### src/rtl/uart_frame_loader.sv
// uart_frame_loader: loads a sync-framed RGB444 image from UART bytes into a frame buffer.
// Define CHECKSUM_EN to append an 8-bit pixel checksum byte and NAK on mismatch.
module uart_frame_loader #(
   parameter int         H_PIX       = 160,
   parameter int         V_PIX       = 120,
   parameter int         ADDR_W      = 15,
   parameter logic [7:0] SYNC0       = 8'hAA,
   parameter logic [7:0] SYNC1       = 8'h55,
   parameter int         TIMEOUT_CYC = 104_167
) (
   input  logic              i_clk_sys,
   input  logic              i_rst_n,
   input  logic              i_rx_done,
   input  logic [7:0]        i_rx_data,
   output logic              o_wr_en,
   output logic [ADDR_W-1:0] o_wr_addr,
   output logic [11:0]       o_wr_data,
   output logic              o_tx_valid,
   output logic [7:0]        o_tx_data,
   input  logic              i_tx_ready,
   output logic              o_busy,
   output logic              o_frame_done,
   output logic              o_err_timeout
);

   localparam int N  = H_PIX * V_PIX;
   localparam int TW = $clog2(TIMEOUT_CYC);
   localparam logic [7:0] ACK = 8'h06;
   localparam logic [7:0] NAK = 8'h15;

`ifdef CHECKSUM_EN
   typedef enum logic [2:0] {
      IDLE   = 3'd0,
      SYNC   = 3'd1,
      PIX_HI = 3'd2,
      PIX_LO = 3'd3,
      CHK    = 3'd4,
      REPLY  = 3'd5
   } state_t;
`else
   typedef enum logic [2:0] {
      IDLE   = 3'd0,
      SYNC   = 3'd1,
      PIX_HI = 3'd2,
      PIX_LO = 3'd3,
      REPLY  = 3'd5
   } state_t;
`endif

   state_t            state;
   state_t            state_d;
   logic [ADDR_W-1:0] cnt;
   logic [TW-1:0]     tcnt;
   logic [3:0]        red;
   logic [7:0]        reply;
   logic              run;
   logic              timeout;
   logic              last;

   assign run     = (state != IDLE) && (state != REPLY);
   assign timeout = run && !i_rx_done && (tcnt == TW'(TIMEOUT_CYC - 1));
   assign last    = (cnt == ADDR_W'(N - 1));

   always_ff @(posedge i_clk_sys or negedge i_rst_n) begin
      if (!i_rst_n) state <= IDLE;
      else          state <= state_d;
   end

   always_comb begin
      state_d = state;
      unique case (state)
         IDLE:
            if (i_rx_done && i_rx_data == SYNC0) state_d = SYNC;
         SYNC:
            if (i_rx_done) begin
               if (i_rx_data == SYNC1)      state_d = PIX_HI;
               else if (i_rx_data == SYNC0) state_d = SYNC;
               else                         state_d = IDLE;
            end
         PIX_HI:
            if (i_rx_done) state_d = PIX_HI == state ? PIX_LO : state;
         PIX_LO:
            if (i_rx_done) begin
`ifdef CHECKSUM_EN
               state_d = last ? CHK : PIX_HI;
`else
               state_d = last ? REPLY : PIX_HI;
`endif
            end
`ifdef CHECKSUM_EN
         CHK:
            if (i_rx_done) state_d = REPLY;
`endif
         REPLY:
            if (i_tx_ready) state_d = IDLE;
         default:
            state_d = IDLE;
      endcase
      if (timeout) state_d = IDLE;
   end

   always_comb begin
      o_busy     = (state != IDLE);
      o_tx_valid = (state == REPLY);
      o_tx_data  = o_tx_valid ? reply : 8'h00;
   end

   // An rx strobe restarts the byte-gap timer, so a byte on the last cycle wins.
   always_ff @(posedge i_clk_sys or negedge i_rst_n) begin
      if (!i_rst_n)                        tcnt <= '0;
      else if (!run || i_rx_done || timeout) tcnt <= '0;
      else                                 tcnt <= tcnt + 1'b1;
   end

   always_ff @(posedge i_clk_sys or negedge i_rst_n) begin
      if (!i_rst_n) begin
         o_wr_en       <= 1'b0;
         o_wr_addr     <= '0;
         o_wr_data     <= '0;
         o_frame_done  <= 1'b0;
         o_err_timeout <= 1'b0;
         cnt           <= '0;
         red           <= '0;
      end else begin
         o_wr_en      <= 1'b0;
         o_frame_done <= 1'b0;
         if (timeout) begin
            o_err_timeout <= 1'b1;
            cnt           <= '0;
         end else if (i_rx_done) begin
            if (state == IDLE && i_rx_data == SYNC0) o_err_timeout <= 1'b0;
            if (state == SYNC)   cnt <= '0;
            if (state == PIX_HI) red <= i_rx_data[3:0];
            if (state == PIX_LO) begin
               o_wr_en      <= 1'b1;
               o_wr_addr    <= cnt;
               o_wr_data    <= {red, i_rx_data};
               o_frame_done <= last;
               if (!last) cnt <= cnt + 1'b1;
            end
         end
      end
   end

`ifdef CHECKSUM_EN
   logic [7:0] sum;
   logic       nak;

   always_ff @(posedge i_clk_sys or negedge i_rst_n) begin
      if (!i_rst_n) begin
         sum <= '0;
         nak <= 1'b0;
      end else if (i_rx_done) begin
         if (state == SYNC) sum <= '0;
         if (state == PIX_HI || state == PIX_LO) sum <= sum + i_rx_data;
         if (state == CHK) nak <= (i_rx_data != sum);
      end
   end

   assign reply = nak ? NAK : ACK;
`else
   assign reply = ACK;
`endif

endmodule
### config.mk
export PLATFORM = sky130hd
export DESIGN_NAME = uart_frame_loader
export DESIGN_NICKNAME = d
export VERILOG_FILES = /design/src/rtl/uart_frame_loader.sv
export SDC_FILE = /design/constraint.sdc
export NUM_CORES = 1
export LEC_CHECK = 0
export ABC_AREA = 0
export CORE_ASPECT_RATIO = 0.6
export CORE_MARGIN = 2
export CORE_UTILIZATION = 42
export CTS_CLUSTER_SIZE = 20
export DETAILED_ROUTE_END_ITERATION = 7
export PLACE_DENSITY = 0.72
export SLEW_MARGIN = 20
export SYNTH_ARGS = -nofsm -noshare
export SYNTH_HDL_FRONTEND = slang
export SYNTH_SLANG_ARGS = --single-unit
### constraint.sdc
create_clock -name i_clk_sys -period 3.3 [get_ports i_clk_sys]
set_clock_uncertainty 0.15 [all_clocks]
set_input_delay 0.495 -clock i_clk_sys [delete_from_list [all_inputs] [get_ports i_clk_sys]]
set_output_delay 0.495 -clock i_clk_sys [all_outputs]
set_load 0.02 [all_outputs]
Yosys cells after proc, flatten, opt, wreduce, memory -nomap -nowiden
Index checks and enable logic that the tools add are counted.
{"block": "classes", "add_sub_neg": 2, "eq_ne": 16, "muxes": 27, "bitwise_logic": 1, "n_reduce_logical": 17}
{"operator": "two-way mux 15 bit", "n": 5}
{"operator": "two-way mux 3 bit", "n": 9}
{"operator": "inequality test 3 bit, second input constant", "n": 6}
{"operator": "adder 17 x 1 -> 17 bit, second input constant", "n": 1}
{"operator": "== test 17 bit, second input constant", "n": 1}
{"operator": "two-way mux 17 bit", "n": 1}
{"operator": "adder 15 x 1 -> 15 bit, second input constant", "n": 1}
{"operator": "== test 15 bit, second input constant", "n": 1}
{"operator": "case mux 3 bit (5 select lines)", "n": 1}
{"operator": "two-way mux 1 bit", "n": 10}
{"operator": "== test 8 x 7 -> 1 bit, second input constant", "n": 1}
{"operator": "== test 8 bit, second input constant", "n": 1}
{"operator": "== test 3 x 2 -> 1 bit, second input constant", "n": 2}
{"operator": "AND reduction 3 bit", "n": 2}
{"operator": "AND reduction 6 bit", "n": 1}
{"operator": "logical AND 1 bit", "n": 5}
{"operator": "nonzero test 2 bit", "n": 2}
{"operator": "== test 2 x 3 -> 1 bit, first input constant", "n": 1}
{"operator": "== test 3 x 1 -> 1 bit, second input constant", "n": 1}
{"operator": "== test 3 bit, second input constant", "n": 1}
{"operator": "zero test 3 bit", "n": 1}
{"operator": "inequality test 3 x 1 -> 1 bit, second input constant", "n": 1}
{"operator": "nonzero test 3 bit", "n": 1}
{"operator": "zero test 1 bit", "n": 2}
{"operator": "4 further kinds", "n": 5}
{"block": "word_totals", "regBits": 69, "input_bits": 12, "out_inout_bits": 40, "elab_cells": 72}

Longest topological paths before layout
{"block": "depth", "depth_word": 6, "ltp_mapped": 8}

Worst setup path after synthesis
OpenSTA, ideal clock, no wires.
{"block": "synth_timing", "path_type": "reg-to-reg", "start": "reg cnt[0]", "end": "reg cnt[12]", "setup_ps": 82, "t_arrival_ps": 1619, "required_ps": 3068, "setup_slack_ps": 1450, "stages_incl_launch_ff": 8, "synth_period_minus_slack_ps": 1850, "path_cell_list": "dfrtp_1 -> ha_1 -> and3_1 -> nand4_4 -> and2_4 -> buf_6 -> o21a_4 -> a31oi_1"}
{"block": "synth_between", "elab_chain_len": 5, "elab_cells_between_ends": 6}
{"item": "start: declaration", "line": "52", "source": "logic [ADDR_W-1:0] cnt;"}
{"item": "start signal: assignment", "line": "139", "source": "if (!last) cnt <= cnt + 1'b1;"}
{"item": "adder 15 x 1 -> 15 bit / == test 15 bit (equally long branches)", "line": "139, 62"}
{"item": "two-way mux 15 bit *", "line": "139"}
{"item": "two-way mux 15 bit *", "line": "134", "source": "if (state == PIX_LO) begin"}
{"item": "two-way mux 15 bit *", "line": "130", "source": "end else if (i_rx_done) begin"}
{"item": "two-way mux 15 bit *", "line": "127", "source": "if (timeout) begin"}
Mark *: on every way between the ends. The rest lies on a longest branch, timed or not. The select of a mux whose other input is x is not followed.
A chain may end at the register's enable or synchronous reset.

Final worst setup path
{"block": "layout_timing", "start": "reg state[1]", "end": "out o_tx_valid"}
{"block": "layout_between", "elab_chain_len": 1}
{"item": "start: declaration", "line": "50", "source": "state_t state;"}
{"item": "start signal: assignment", "line": "66", "source": "else state <= state_d;"}
{"item": "== test 3 bit", "line": "104", "source": "o_tx_valid = (state == REPLY);"}
{"item": "end: declaration", "line": "18", "source": "output logic o_tx_valid,"}
No other way between the ends.

==> results.yml <==
synthesis:
  synth-seq-cells: 69
  synth_top_area_cell: "dfrtp_1"
  synthAdderAreaFrac_pct: 1.133
  synth_top_family_by_area: "simple AND/OR/NAND/NOR gates"
  synthFlopType: "dfrtp_1"
  synth.avg_cell_area_um2: 11.01
  yosys.area_share.simple_pct: 18.09
  async_flop_share_pct: 100.0
  synth_compound_area_share_pct: 10.35
  yosysSeqAreaShare_pct: 52.11
  synth_top_area_share_pct: 52.11
  synth_xor_area_share_pct: 3.965
  synthMuxAreaShare_pct: 9.517
  netlist_area_mm2: 0.003313
  netlist-cell-type-count: 49
  ys_top_cells_by_area: "dfrtp_1, mux2_2, xor2_1, and3_1, nor2_1"
  synth_common_cells: "dfrtp_1, mux2_2, nor2_1"
  syn-instance-count: 301
  yosysWarnings: 0
  synth-edff-count: 0
  yosysMostFrequentCell: "dfrtp_1"
setup_path:
  crit_start: "state[1]"
  crit_path_frequent_cell: "inv_1"
  r2r-start: "cnt[0]"
  critPathMaxStageDelay_ns: 0.61
  critPathTopFamily: "buffers and inverters"
  worstPathMaxFanout: 8
  endpoint: "o_tx_valid"
  regToRegSetupSlack_ns: 1.14
  reg2reg_depth: 6
  cp_num_buf_inv: 3
  start_kind: "flop"
  end_kind: "output pin"
  crit_type: "flop to output pin"
  cp.required_ns: 2.65
  path_depth: 4
  cp_slowest_cell: "clkdlybuf4s50_1"
  critPathArrivalTime_ns: 1.81
  r2r_end: "cnt[13]"
  crit_chain: "inv_1, nand3_1, inv_1, clkdlybuf4s50_1"
layout:
  synthToLayoutAreaGrowth_pct: 24.66
  regArea_mm2: 0.001727
  final.fill_count: 715
  multi_input_area_mm2: 0.001449
  antennaDiodeCount: 0
  fin_area_mm2: 0.004130
  final_nets: 361
  drive_gt1_share_pct: 15.67
sta:
  min_period_ns: 2.455
  finalSetupTns_ns: 0
  fmax_mhz: 407.4
  slew_headroom_pct: 42.61
  setup_viol: 0
  tightestPinTransition_ns: 0.8609
  grt_setup_unrepaired: "no"
  final_max_slew_viol_count: 0
  post-route-period-util_pct: 74.38
  final_hold_viol_count: 0
route:
  vias_per_cell: 5.235
  route.detailed.drc: 0
  detail_route.first_pass.iterations: 4
  drt_iter0_markers: 178
  via_count: 2403
  detail-route-antenna-nets: 0
  finalWirelength_um: 7041
  wire_per_inst_um: 15.34
floorplanning:
  core_mm2: 0.007757
  die_y_um: 72.80
  die_x_um: 118.7
  io-pin-count: 52
  die_area_mm2: 0.008638
  start_util_pct: 42.71
  core.rowCount: 25
clock_tree:
  ctsHoldBuffers: 0
  clkSinkCount: 69
  cts.root.buffer_cell: "clkbuf_16"
  cts_tree: "built"
  clock_latency_ns: 0.33
  cts_setup_buffers: 0
  cts.clk_slew.worst_paths_ns: 0.05
  cts_buffer_depth: 2
  cts_resized: 0
  htree_levels: 3
  numCtsBuffers: 9
power_and_ir_drop:
  power_density_mw_per_mm2: 485.3
  p_leak_uw: 0.001896
  ir_drop_mv: 0.2659
place:
  hpwl_um: 4825
  port_buffers: 45
  placed_area_mm2: 0.003804
  place.gp.congestion: 0.8577
global_route:
  grtUsageMet2_pct: 24.65
  grt_pass1_wl_um: 11940
  met3_usage_pct: 6.563
  first_global_vias: 2309
  grtUsageTotal_pct: 18.18
  overflow: 0
  antenna_found_initial: 0
  grtUsageMet1_pct: 26.36
  grt_max_degree: 70
  busiest_layer: "met1"
flow_run:
  max_cap_viol_count: 0
worst_hold_path:
  min_path_type: "input pin to async pin"
run_status:
  outcome: "finished clean"
## stage by stage
step	std cells	util (%)	worst slack, ns	hold slack [ns]	power (uW)
after floorplan	306	-	1.450	0.04941	928.2
after global placement	443	49.03	0.8283	0.3266	968.7
after detailed placement	443	49.03	0.7697	0.3402	970.1
after CTS	459	53.24	0.8333	0.2356	2032
after global routing	459	53.24	0.7455	0.2730	2088
final	459	53.24	0.8454	0.1982	2004
## flip-flops by register name, summed over array words and instances, names as in the netlist
name,count
cnt,15
o_err_timeout,1
o_frame_done,1
o_wr_addr,15
o_wr_data,12
o_wr_en,1
red,4
state,3
tcnt,17
## report_power, final
part | total (uW) | internal, uW | switching (uW)
clock | 1050 | 700 | 350
sequential | 859 | 852 | 7.20
combinational | 95.3 | 35.0 | 60.3
## cells by family (layout without fill, tap and decap cells)
family	Yosys count	after routing
xor gates and xnor gates	15	15
DFF	69	69
AOI/OAI and AO/OA	54	54
other	1	6
adders and majority gates	3	3
buffers and inverters	26	71
muxes	28	28
and+or+nand+nor	105	105
## worst register-to-register path, stage by stage, from the launching register on
cell     delay [ns]
dfrtp_1        0.40
ha_1           0.23
and3_1         0.32
nand4_4        0.23
and2_1         0.36
a41oi_1        0.28
a31oi_1        0.06
## cell usage in the layout (no fill, tap or decap), types with 6 or more instances in the layout
cell / count
o21ai_0: 13
and3_1: 14
nand3_1: 13
xor2_1: 11
inv_1: 7
clkdlybuf4s50_1: 44
dfrtp_1: 69
mux2_2: 28
clkbuf_16: 9
a21oi_1: 9
nor2_1: 23
conb_1: 6
nand2_1: 22
a31oi_1: 13
## per-layer routing
layer	part of all wire [%]	vias up
met1	52	1178
li1	-	1156
met5	0	-
met4	1.6	0
met2	41	58
met3	5.4	11
## final cells by class
class / count / area share (%)
Sequential cell: 69 / 41.81
Clock buffer: 12 / 6.210
Tap cell: 108 / 3.272
Multi-Input combinational cell: 211 / 35.08
Timing Repair Buffer: 47 / 11.15
Inverter: 8 / 0.7876
Clock inverter: 4 / 1.696
## worst min path at each step
stage                       from           end  slack [ns]  cells past startpoint
finish                   i_rst_n  o_wr_data[3]        0.20                      2
global route             i_rst_n  o_wr_data[5]        0.27                      2
CTS                      i_rst_n  o_wr_data[3]        0.24                      2
detailed placement  o_wr_addr[7]  o_wr_addr[7]        0.34                      2
global placement    o_wr_addr[1]  o_wr_addr[1]        0.33                      2
floorplan                i_rst_n        cnt[0]        0.05                      0
No activity file was read; power rests on OpenSTA's default activity.
